## src/rtl/axil_led_regs_if.sv

```systemverilog
// AXI4-lite slave bus bundle for axil_led_regs: 32-bit data, 4-bit strobe,
// parameterised address width.
interface axil_led_regs_if #(
   parameter int ADDR_WIDTH = 16
);
   logic [ADDR_WIDTH-1:0] s_axil_awaddr;
   logic [2:0]            s_axil_awprot;
   logic                  s_axil_awvalid;
   logic                  s_axil_awready;
   logic [31:0]           s_axil_wdata;
   logic [3:0]            s_axil_wstrb;
   logic                  s_axil_wvalid;
   logic                  s_axil_wready;
   logic [1:0]            s_axil_bresp;
   logic                  s_axil_bvalid;
   logic                  s_axil_bready;
   logic [ADDR_WIDTH-1:0] s_axil_araddr;
   logic [2:0]            s_axil_arprot;
   logic                  s_axil_arvalid;
   logic                  s_axil_arready;
   logic [31:0]           s_axil_rdata;
   logic [1:0]            s_axil_rresp;
   logic                  s_axil_rvalid;
   logic                  s_axil_rready;

   modport master (
      output s_axil_awaddr, s_axil_awprot, s_axil_awvalid,
      input  s_axil_awready,
      output s_axil_wdata, s_axil_wstrb, s_axil_wvalid,
      input  s_axil_wready,
      input  s_axil_bresp, s_axil_bvalid,
      output s_axil_bready,
      output s_axil_araddr, s_axil_arprot, s_axil_arvalid,
      input  s_axil_arready,
      input  s_axil_rdata, s_axil_rresp, s_axil_rvalid,
      output s_axil_rready
   );

   modport slave (
      input  s_axil_awaddr, s_axil_awprot, s_axil_awvalid,
      output s_axil_awready,
      input  s_axil_wdata, s_axil_wstrb, s_axil_wvalid,
      output s_axil_wready,
      output s_axil_bresp, s_axil_bvalid,
      input  s_axil_bready,
      input  s_axil_araddr, s_axil_arprot, s_axil_arvalid,
      output s_axil_arready,
      output s_axil_rdata, s_axil_rresp, s_axil_rvalid,
      input  s_axil_rready
   );
endinterface

```

## src/rtl/axil_led_regs.sv

```systemverilog
// AXI4-lite LED register block with blink generator and registered LED output.
// Define AXIL_LED_REGS_TOGGLE_CNT_EN to add the phase-toggle counter at offset 0x14.
module axil_led_regs #(
   parameter int ADDR_WIDTH = 16,
   parameter int LED_COUNT  = 8
) (
   input  logic                 clk,
   input  logic                 rst_n,
   axil_led_regs_if.slave       s_axil,
   output logic [LED_COUNT-1:0] led
);
   localparam logic [2:0]  OFS_CTRL    = 3'd0;
   localparam logic [2:0]  OFS_LED     = 3'd1;
   localparam logic [2:0]  OFS_PERIOD  = 3'd2;
   localparam logic [2:0]  OFS_ID      = 3'd3;
   localparam logic [2:0]  OFS_SCRATCH = 3'd4;
   localparam logic [31:0] ID_VALUE    = 32'h4C45_4431;
   localparam logic [31:0] LED_MASK    = 32'((64'd1 << LED_COUNT) - 64'd1);
   localparam logic [1:0]  RESP_OKAY   = 2'b00;
   localparam logic [1:0]  RESP_SLVERR = 2'b10;

   logic [ADDR_WIDTH-1:0] w_awaddr;
   logic [ADDR_WIDTH-1:0] w_araddr;
   logic [2:0]            w_wr_sel;
   logic [2:0]            w_rd_sel;
   logic                  w_wr_en;
   logic                  w_rd_en;
   logic                  w_wr_ok;
   logic                  w_rd_ok;
   logic                  w_wr_period;
   logic [31:0]           w_wmask;
   logic [31:0]           w_wr_old;
   logic [31:0]           w_wr_merged;
   logic [31:0]           w_rd_data;
   logic                  w_blink_on;
   logic                  w_wrap;
   logic                  w_unused;

   logic                  r_ctrl;
   logic [31:0]           r_led_val;
   logic [31:0]           r_period;
   logic [31:0]           r_scratch;
   logic [31:0]           r_cnt;
   logic                  r_phase;
   logic [LED_COUNT-1:0]  r_led;
   logic                  r_bvalid;
   logic [1:0]            r_bresp;
   logic                  r_rvalid;
   logic [1:0]            r_rresp;
   logic [31:0]           r_rdata;

   assign w_awaddr = s_axil.s_axil_awaddr;
   assign w_araddr = s_axil.s_axil_araddr;
   assign w_wr_sel = w_awaddr[4:2];
   assign w_rd_sel = w_araddr[4:2];
   assign w_unused = ^{s_axil.s_axil_awprot, s_axil.s_axil_arprot, w_awaddr, w_araddr};

   // Ready is combinational so the update lands on the accepting edge; gated off during reset.
   assign w_wr_en = rst_n & s_axil.s_axil_awvalid & s_axil.s_axil_wvalid & ~r_bvalid;
   assign w_rd_en = rst_n & s_axil.s_axil_arvalid & ~r_rvalid;
   assign w_wr_period = w_wr_en & (w_wr_sel == OFS_PERIOD);

   assign s_axil.s_axil_awready = w_wr_en;
   assign s_axil.s_axil_wready  = w_wr_en;
   assign s_axil.s_axil_bvalid  = r_bvalid;
   assign s_axil.s_axil_bresp   = r_bresp;
   assign s_axil.s_axil_arready = w_rd_en;
   assign s_axil.s_axil_rvalid  = r_rvalid;
   assign s_axil.s_axil_rresp   = r_rresp;
   assign s_axil.s_axil_rdata   = r_rdata;
   assign led = r_led;

   for (genvar gi = 0; gi < 4; gi++) begin : g_lane
      assign w_wmask[gi*8 +: 8] = {8{s_axil.s_axil_wstrb[gi]}};
   end
   assign w_wr_merged = (w_wr_old & ~w_wmask) | (s_axil.s_axil_wdata & w_wmask);

   always_comb begin
      w_wr_old = 32'd0;
      w_wr_ok  = 1'b1;
      case (w_wr_sel)
         OFS_CTRL:    w_wr_old = {31'd0, r_ctrl};
         OFS_LED:     w_wr_old = r_led_val;
         OFS_PERIOD:  w_wr_old = r_period;
         OFS_ID:      w_wr_old = 32'd0;
         OFS_SCRATCH: w_wr_old = r_scratch;
`ifdef AXIL_LED_REGS_TOGGLE_CNT_EN
         3'd5:        w_wr_old = 32'd0;
`endif
         default:     w_wr_ok  = 1'b0;
      endcase
   end

   always_ff @(posedge clk or negedge rst_n) begin
      if (!rst_n) begin
         r_ctrl    <= 1'b0;
         r_led_val <= 32'd0;
         r_period  <= 32'd0;
         r_scratch <= 32'd0;
      end else if (w_wr_en) begin
         case (w_wr_sel)
            OFS_CTRL:    r_ctrl    <= w_wr_merged[0];
            OFS_LED:     r_led_val <= w_wr_merged & LED_MASK;
            OFS_PERIOD:  r_period  <= w_wr_merged;
            OFS_SCRATCH: r_scratch <= w_wr_merged;
            default:     ;
         endcase
      end
   end

   always_ff @(posedge clk or negedge rst_n) begin
      if (!rst_n) begin
         r_bvalid <= 1'b0;
         r_bresp  <= RESP_OKAY;
      end else if (w_wr_en) begin
         r_bvalid <= 1'b1;
         r_bresp  <= w_wr_ok ? RESP_OKAY : RESP_SLVERR;
      end else if (r_bvalid && s_axil.s_axil_bready) begin
         r_bvalid <= 1'b0;
      end
   end

   assign w_blink_on = r_ctrl & (r_period != 32'd0);
   assign w_wrap     = (r_cnt == r_period - 32'd1);

   always_ff @(posedge clk or negedge rst_n) begin
      if (!rst_n) begin
         r_cnt   <= 32'd0;
         r_phase <= 1'b0;
         r_led   <= '0;
      end else begin
         if (w_wr_period || !w_blink_on) begin
            r_cnt   <= 32'd0;
            r_phase <= 1'b1;
         end else if (w_wrap) begin
            r_cnt   <= 32'd0;
            r_phase <= ~r_phase;
         end else begin
            r_cnt   <= r_cnt + 32'd1;
         end
         r_led <= r_led_val[LED_COUNT-1:0] & {LED_COUNT{r_phase}};
      end
   end

`ifdef AXIL_LED_REGS_TOGGLE_CNT_EN
   localparam logic [2:0] OFS_TCNT = 3'd5;
   logic [31:0] r_toggle_cnt;
   logic        w_toggle;

   // Only count edges where the phase really flips (a PERIOD write pre-empts the wrap).
   assign w_toggle = w_blink_on & ~w_wr_period & w_wrap;

   always_ff @(posedge clk or negedge rst_n) begin
      if (!rst_n) begin
         r_toggle_cnt <= 32'd0;
      end else if (w_wr_en && (w_wr_sel == OFS_TCNT)) begin
         r_toggle_cnt <= 32'd0;
      end else if (w_toggle) begin
         r_toggle_cnt <= r_toggle_cnt + 32'd1;
      end
   end
`endif

   always_comb begin
      w_rd_data = 32'd0;
      w_rd_ok   = 1'b1;
      case (w_rd_sel)
         OFS_CTRL:    w_rd_data = {31'd0, r_ctrl};
         OFS_LED:     w_rd_data = r_led_val;
         OFS_PERIOD:  w_rd_data = r_period;
         OFS_ID:      w_rd_data = ID_VALUE;
         OFS_SCRATCH: w_rd_data = r_scratch;
`ifdef AXIL_LED_REGS_TOGGLE_CNT_EN
         OFS_TCNT:    w_rd_data = r_toggle_cnt;
`endif
         default:     w_rd_ok   = 1'b0;
      endcase
   end

   always_ff @(posedge clk or negedge rst_n) begin
      if (!rst_n) begin
         r_rvalid <= 1'b0;
         r_rresp  <= RESP_OKAY;
         r_rdata  <= 32'd0;
      end else if (w_rd_en) begin
         r_rvalid <= 1'b1;
         r_rresp  <= w_rd_ok ? RESP_OKAY : RESP_SLVERR;
         r_rdata  <= w_rd_data;
      end else if (r_rvalid && s_axil.s_axil_rready) begin
         r_rvalid <= 1'b0;
      end
   end
endmodule

```

## src/flat_wrapper.sv

```systemverilog
// flat-port wrapper written by rule: the top's interface ports become plain ports
module axil_led_regs_flat 
#(
   parameter int ADDR_WIDTH = 16,
   parameter int LED_COUNT  = 8
)
  (clk, rst_n, led, s_axil_s_axil_awaddr, s_axil_s_axil_awprot, s_axil_s_axil_awvalid, s_axil_s_axil_awready, s_axil_s_axil_wdata, s_axil_s_axil_wstrb, s_axil_s_axil_wvalid, s_axil_s_axil_wready, s_axil_s_axil_bresp, s_axil_s_axil_bvalid, s_axil_s_axil_bready, s_axil_s_axil_araddr, s_axil_s_axil_arprot, s_axil_s_axil_arvalid, s_axil_s_axil_arready, s_axil_s_axil_rdata, s_axil_s_axil_rresp, s_axil_s_axil_rvalid, s_axil_s_axil_rready);
  axil_led_regs_if #(.ADDR_WIDTH(ADDR_WIDTH)) s_axil_i ();
  input  logic clk;
  input  logic rst_n;
  output logic [LED_COUNT-1:0] led;
  input wire logic [$bits(s_axil_i.s_axil_awaddr)-1:0] s_axil_s_axil_awaddr;
  input wire logic [$bits(s_axil_i.s_axil_awprot)-1:0] s_axil_s_axil_awprot;
  input wire logic [$bits(s_axil_i.s_axil_awvalid)-1:0] s_axil_s_axil_awvalid;
  output wire logic [$bits(s_axil_i.s_axil_awready)-1:0] s_axil_s_axil_awready;
  input wire logic [$bits(s_axil_i.s_axil_wdata)-1:0] s_axil_s_axil_wdata;
  input wire logic [$bits(s_axil_i.s_axil_wstrb)-1:0] s_axil_s_axil_wstrb;
  input wire logic [$bits(s_axil_i.s_axil_wvalid)-1:0] s_axil_s_axil_wvalid;
  output wire logic [$bits(s_axil_i.s_axil_wready)-1:0] s_axil_s_axil_wready;
  output wire logic [$bits(s_axil_i.s_axil_bresp)-1:0] s_axil_s_axil_bresp;
  output wire logic [$bits(s_axil_i.s_axil_bvalid)-1:0] s_axil_s_axil_bvalid;
  input wire logic [$bits(s_axil_i.s_axil_bready)-1:0] s_axil_s_axil_bready;
  input wire logic [$bits(s_axil_i.s_axil_araddr)-1:0] s_axil_s_axil_araddr;
  input wire logic [$bits(s_axil_i.s_axil_arprot)-1:0] s_axil_s_axil_arprot;
  input wire logic [$bits(s_axil_i.s_axil_arvalid)-1:0] s_axil_s_axil_arvalid;
  output wire logic [$bits(s_axil_i.s_axil_arready)-1:0] s_axil_s_axil_arready;
  output wire logic [$bits(s_axil_i.s_axil_rdata)-1:0] s_axil_s_axil_rdata;
  output wire logic [$bits(s_axil_i.s_axil_rresp)-1:0] s_axil_s_axil_rresp;
  output wire logic [$bits(s_axil_i.s_axil_rvalid)-1:0] s_axil_s_axil_rvalid;
  input wire logic [$bits(s_axil_i.s_axil_rready)-1:0] s_axil_s_axil_rready;
  assign s_axil_i.s_axil_awaddr = s_axil_s_axil_awaddr;
  assign s_axil_i.s_axil_awprot = s_axil_s_axil_awprot;
  assign s_axil_i.s_axil_awvalid = s_axil_s_axil_awvalid;
  assign s_axil_s_axil_awready = s_axil_i.s_axil_awready;
  assign s_axil_i.s_axil_wdata = s_axil_s_axil_wdata;
  assign s_axil_i.s_axil_wstrb = s_axil_s_axil_wstrb;
  assign s_axil_i.s_axil_wvalid = s_axil_s_axil_wvalid;
  assign s_axil_s_axil_wready = s_axil_i.s_axil_wready;
  assign s_axil_s_axil_bresp = s_axil_i.s_axil_bresp;
  assign s_axil_s_axil_bvalid = s_axil_i.s_axil_bvalid;
  assign s_axil_i.s_axil_bready = s_axil_s_axil_bready;
  assign s_axil_i.s_axil_araddr = s_axil_s_axil_araddr;
  assign s_axil_i.s_axil_arprot = s_axil_s_axil_arprot;
  assign s_axil_i.s_axil_arvalid = s_axil_s_axil_arvalid;
  assign s_axil_s_axil_arready = s_axil_i.s_axil_arready;
  assign s_axil_s_axil_rdata = s_axil_i.s_axil_rdata;
  assign s_axil_s_axil_rresp = s_axil_i.s_axil_rresp;
  assign s_axil_s_axil_rvalid = s_axil_i.s_axil_rvalid;
  assign s_axil_i.s_axil_rready = s_axil_s_axil_rready;
  axil_led_regs #(.ADDR_WIDTH(ADDR_WIDTH), .LED_COUNT(LED_COUNT)) u_core (.clk(clk), .rst_n(rst_n), .s_axil(s_axil_i), .led(led));
endmodule
```

## config.mk

```make
export PLATFORM = sky130hd
export DESIGN_NAME = axil_led_regs_flat
export DESIGN_NICKNAME = d
export VERILOG_FILES = /design/src/rtl/axil_led_regs_if.sv /design/src/rtl/axil_led_regs.sv /design/src/flat_wrapper.sv
export SDC_FILE = /design/constraint.sdc
export NUM_CORES = 1
export LEC_CHECK = 0
export CAP_MARGIN = 5
export CORE_MARGIN = 2
export CORE_UTILIZATION = 58
export DETAILED_ROUTE_END_ITERATION = 8
export DONT_BUFFER_PORTS = 1
export PLACE_DENSITY = 0.76
export SYNTH_ARGS = -nofsm -noshare
export SYNTH_HDL_FRONTEND = slang
export SYNTH_SLANG_ARGS = --single-unit
```

## constraint.sdc

```tcl
create_clock -name clk -period 3.19 [get_ports clk]
set_clock_uncertainty 0.1 [all_clocks]
set_input_delay 0.638 -clock clk [delete_from_list [all_inputs] [get_ports clk]]
set_output_delay 0.638 -clock clk [all_outputs]
set_load 0.03 [all_outputs]
```

## Word level (Yosys, flattened, before mapping)

Cells that the tools add are included.

- Register bits after elaboration: 152
- Bits of input ports: 81
- Output and inout bits: 49

- Add/subtract/negate cells: 2
- Eq/ne operators: 9
- Muxes and demuxes: 14
- Bitwise logic cells: 15
- Reductions and logical operators: 16

Operators by type and width:

| cell | count |
|---|---|
| 32-bit one-hot mux with 5 select lines | 1 |
| 32-bit one-hot mux with 4 select lines | 1 |
| 32-bit bitwise AND | 2 |
| 32-bit two-way mux | 2 |
| 32-bit by 1-bit adder with 32-bit output (second input constant) | 1 |
| 32-bit == test | 1 |
| 32-bit NOT | 1 |
| 32-bit OR | 1 |
| 32-bit nonzero test | 1 |
| 32-bit by 1-bit subtractor with 32-bit output (second input constant) | 1 |
| 3-bit by 2-bit == test with 1-bit output (second input constant) | 4 |
| 5-bit OR reduction | 2 |
| 8-bit bitwise AND | 1 |
| 1-bit two-way mux | 8 |
| 2-bit AND reduction | 4 |
| 1-bit bitwise AND | 7 |
| 3-bit by 1-bit == test with 1-bit output (second input constant) | 2 |
| 3-bit == test (second input constant) | 2 |
| 3-bit logical NOT | 2 |
| 2-bit nonzero test | 3 |
| 2-bit two-way mux | 2 |
| 1-bit NOT | 3 |
| 1-bit logical AND | 2 |
| 1-bit logical NOT | 1 |
| 1-bit logical OR | 1 |

## Longest topological paths before layout

- Depth in word-level cells: 6
- Mapped depth: 13
- Mapped depth without buffers: 10

## Worst setup path before layout

No wires, ideal clock.

- Kind: reg2reg
- Start point: register u_core.r_period[25]
- End point: register u_core.r_cnt[10]
- Setup time: 0.145 ns
- Arrival: 2.910 ns
- Path slack: 0.035 ns
- Stages on the path, launching flop included: 12
- Buffers on the path: 3
- Period minus slack after synthesis: 3.155 ns
- Path through: dfrtp_1 buf_6 or4_4 or4_4 or4_4 nor3_2 a31oi_1 a2111oi_4 and3_1 buf_6 buf_12 nor3_2

- Word-level cells in the longest chain between the ends: 5
- Elaborated cells between the ends (all ways): 8

Ends and longest elaborated chain:

| element | line | RTL |
|---|---|---|
| start: declaration | axil_led_regs.sv:41 | `logic [31:0] r_period;` |
| start signal: assignment | axil_led_regs.sv:104 | `OFS_PERIOD: r_period <= w_wr_merged;` |
| branches (longest 4 deep; another with 32-bit by 1-bit subtractor with 32-bit output) | -- |  |
| 32-bit two-way mux * | axil_led_regs.sv:132 | `if (w_wr_period \|\| !w_blink_on) begin` |
| end signal: assignment | axil_led_regs.sv:139 | `r_cnt <= r_cnt + 32'd1;` |
| end: declaration | axil_led_regs.sv:43 | `logic [31:0] r_cnt;` |

Mark *: on every way between the ends.
A chain may end at the register's enable or synchronous reset.

## Worst setup path in the final report

- Start point: register u_core.r_period[27]
- End point: register u_core.r_phase

- Word-level cells in the longest chain between the ends: 5
- Elaborated cells between the ends (all ways): 8

Ends and longest elaborated chain:

| element | line | RTL |
|---|---|---|
| branches (longest 5 deep; another with 32-bit by 1-bit subtractor with 32-bit output) | -- |  |
| end signal: assignment | axil_led_regs.sv:137 | `r_phase <= ~r_phase;` |
| end: declaration | axil_led_regs.sv:44 | `logic r_phase;` |

Parallel ways; which one is timed is not known.

==> impl_metrics.yaml <==
critical_path:
  crit_arrival_ps: 3500
  cp-start-kind: "register"
  critPathRequiredTime_ps: 3400
  critical_path_class: "register to register"
  crit_fanout: 2
  slowest_stage: "or4_4"
  crit_path_max_incr_delay_ps: 550
  reg2regPathDepth: 9
  crit_top_cell: "or4_4"
  worstPathCellList: "or4_4, or4_4, or4_4, nor3_4, a31oi_2, a2111oi_4, buf_4, a31oi_1, or3b_1"
  critPathCaptureType: "register"
power:
  p_switching_mw: 2.068
  comb_power_share: 0.238
  switching_share: 0.3386
  p_seq_frac: 0.437
  p_int_mw: 4.040
  p_clk_frac: 0.325
  peakVddDrop_mv: 0.3903
  power_density_nw_per_um2: 648.3
  power.leakage_nw: 3.839
timing:
  max_freq_ghz: 0.3032
  tightest_slew_ps: 758.1
  max_slew_margin: 0.4927
  finalCriticalPeriod_ps: 3298
  hold_viol_final: 150
  worst_slack_ps: -108.4
  maxSlewViolCount: 0
  fin_hold_ws_ps: -197.8
  fin_crit_sh: 1.034
  fin_setup_tns_ps: -1149
  setup_violations: 33
  rsz0062_at_grt: "true"
global_routing:
  grt_max_degree: 153
  grt_pass1_wl_um: 35980
  grt_pass1_vias: 7027
  grt_usage: 0.3059
  grt_overflow: 0
  antenna_found_initial: 0
cts:
  h-tree-depth: 4
  cts_tree: "built"
  clock_sinks: 150
  root_buffer: "clkbuf_16"
  cts_buffers: 17
  clkLatencyLatePin_ps: 430
  clockBufferDepth: 2
  path_clk_slew_ps: 60
die:
  die_y_um: 123.5
  pin_count: 130
  rows: 43
  design.core.area_um2: 13930
  die-area_um2: 15250
  start_util: 0.5945
  die_w_um: 123.5
synth:
  synth_edf_count: 0
  syn_inst: 911
  syn_area_um2: 8284
  synthSimpleGateAreaFrac: 0.2077
  yosysSeqAreaShare: 0.4531
  yosys-top-cells-area: "dfrtp_1, a22oi_1, a21oi_1"
  ys_ff_latch: 150
  synth.most_common_cell: "dfrtp_1"
  synth_top_area_cell: "dfrtp_1"
  synthTopCellsByCount: "dfrtp_1, nor2_1, a21oi_1"
  synthAdderAreaFrac: 0.004229
  yosysWarnings: 0
  synth-xor-area-share: 0.07084
  yosys_most_used_dff: "dfrtp_1"
  synth_compound_area_frac: 0.2018
  ys_types: 62
  synth_top_family_by_area: "simple AND/OR/NAND/NOR gates"
  ys_async_sr_fraction: 1.000
  avgSynthCellArea_um2: 9.094
  yosysTopAreaCellShare: 0.4531
  synthMuxAreaShare: 0.007401
finish:
  drive_gt1_frac: 0.1745
  num_antenna_cells: 0
  n_fill_cell: 1048
  nNetsFinal: 1010
  syn2layout_area_growth_pct: 13.73
  stdcell_count: 1120
route:
  avgViaCountPerCell: 6.518
  wl_per_cell_um: 20.56
  vias: 7300
  wl_um: 23030
  drtIter0Drc: 923
  ant_nets: 0
  drc: 0
  dr.pass1.iters: 5
run_status:
  violations: "hold timing, setup timing"
  status: "complete, but fails checks"
min_path:
  hp-class: "primary input to async pin"
placement:
  dp_hpwl_um: 15630
  port_buffers: 0
  post-place-cells: 1083
  place_congestion: 0.9515
flow_run:
  drv_cap: 0
[cell usage in the layout, fill, tap and decap left out, drive strengths merged, types with 21 or more instances in the layout]
master	n
dfrtp	150
nor2	106
a21oi	82
nand2	77
buf	70
o21ai	63
a22oi	61
nor3	50
xnor2	36
xor2	31
a22o	24
clkbuf	21
[worst max-delay path: cells and delay by family (launching register included)]
| family | cells | cell delay [ps] |
|---|---|---|
| and+or+nand+nor | 5 | 2070 |
| buffers and inverters | 1 | 170 |
| AOI/OAI and AO/OA | 3 | 430 |
| DFF | 1 | 380 |
[layer usage]
layer	track usage	vias up	share of wire
met5	0	-	0
li1	-	3278	-
met1	0.4105	3553	0.41
met4	0.1179	0	0.028
met3	0.07196	63	0.085
met2	0.4811	406	0.47
[metrics by stage]
step | total power, mW | area (um^2) | utilization | setup slack (ps)
after floorplan | 3.549 | 8288 | - | 35.15
after global placement | 3.963 | 8681 | 0.6230 | -59.82
after detailed placement | 4.055 | 8681 | 0.6230 | -122.0
after CTS | 6.064 | 9321 | 0.6689 | -1.436
after global routing | 6.385 | 9422 | 0.6761 | -133.8
final | 6.108 | 9422 | 0.6761 | -108.4
[power groups by stage]
stage	logic [mW]	clock network (mW)	registers [mW]
floorplan	0.944	0	2.61
global placement	1.31	0	2.66
detailed placement	1.37	0	2.68
CTS	1.40	2.01	2.65
global route	1.58	2.09	2.71
finish	1.45	1.98	2.67
[sequential cells by signal (all words and copies together) (netlist names)]
register,count
u_core.r_cnt,32
u_core.r_period,32
u_core.r_scratch,32
u_core.s_axil.s_axil_rdata,32
u_core.led,8
u_core.r_led_val,8
u_core.r_ctrl,1
u_core.r_phase,1
u_core.s_axil.s_axil_bresp,1
u_core.s_axil.s_axil_bvalid,1
u_core.s_axil.s_axil_rresp,1
u_core.s_axil.s_axil_rvalid,1
[final cells by class]
| class | instances | area [um^2] | share of cell area |
|---|---|---|---|
| Clock buffer | 20 | 456.7 | 0.04847 |
| Clock inverter | 12 | 127.6 | 0.01355 |
| Inverter | 19 | 71.32 | 0.007570 |
| Multi-Input combinational cell | 668 | 4195 | 0.4453 |
| Sequential cell | 150 | 3754 | 0.3984 |
| Tap cell | 180 | 225.2 | 0.02390 |
| Timing Repair Buffer | 71 | 591.8 | 0.06282 |
[worst paths after layout]
check | startpoint | to | slack [ps]
setup / recovery | u_core.r_period[27] | u_core.r_phase | -110
hold / removal | rst_n | u_core.r_cnt[3] | -200
setup reg to reg | u_core.r_period[27] | u_core.r_phase | -110
hold reg to reg | u_core.r_led_val[3] | u_core.r_led_val[3] | 450
max in group asynchronous | rst_n | u_core.r_scratch[28] | 2970
min in group clk | s_axil_s_axil_rready | u_core.s_axil.s_axil_rvalid | 200
[kinds of logic (layout without fill, tap and decap cells)]
kind of cell / Yosys count / count (layout)
flip-flops: 150 / 150
AO/OA/AOI/OAI: 264 / 264
adder cells (fa/ha/maj): 3 / 3
other: 1 / 2
multiplexers: 6 / 6
XOR/XNOR: 67 / 67
buffers and inverters: 94 / 122
AND/OR/NAND/NOR: 326 / 326
[what timing repair did]
item                                    in CTS  in global routing
buffers inserted                             2                  1
pin swaps                                    2                  0
gates cloned                                 0                  2
resized for setup                            7                 13
endpoints found under the hold margin      150                150
endpoints found under the setup margin      33                 33
Note: power is estimated with default switching activity, not from simulation.
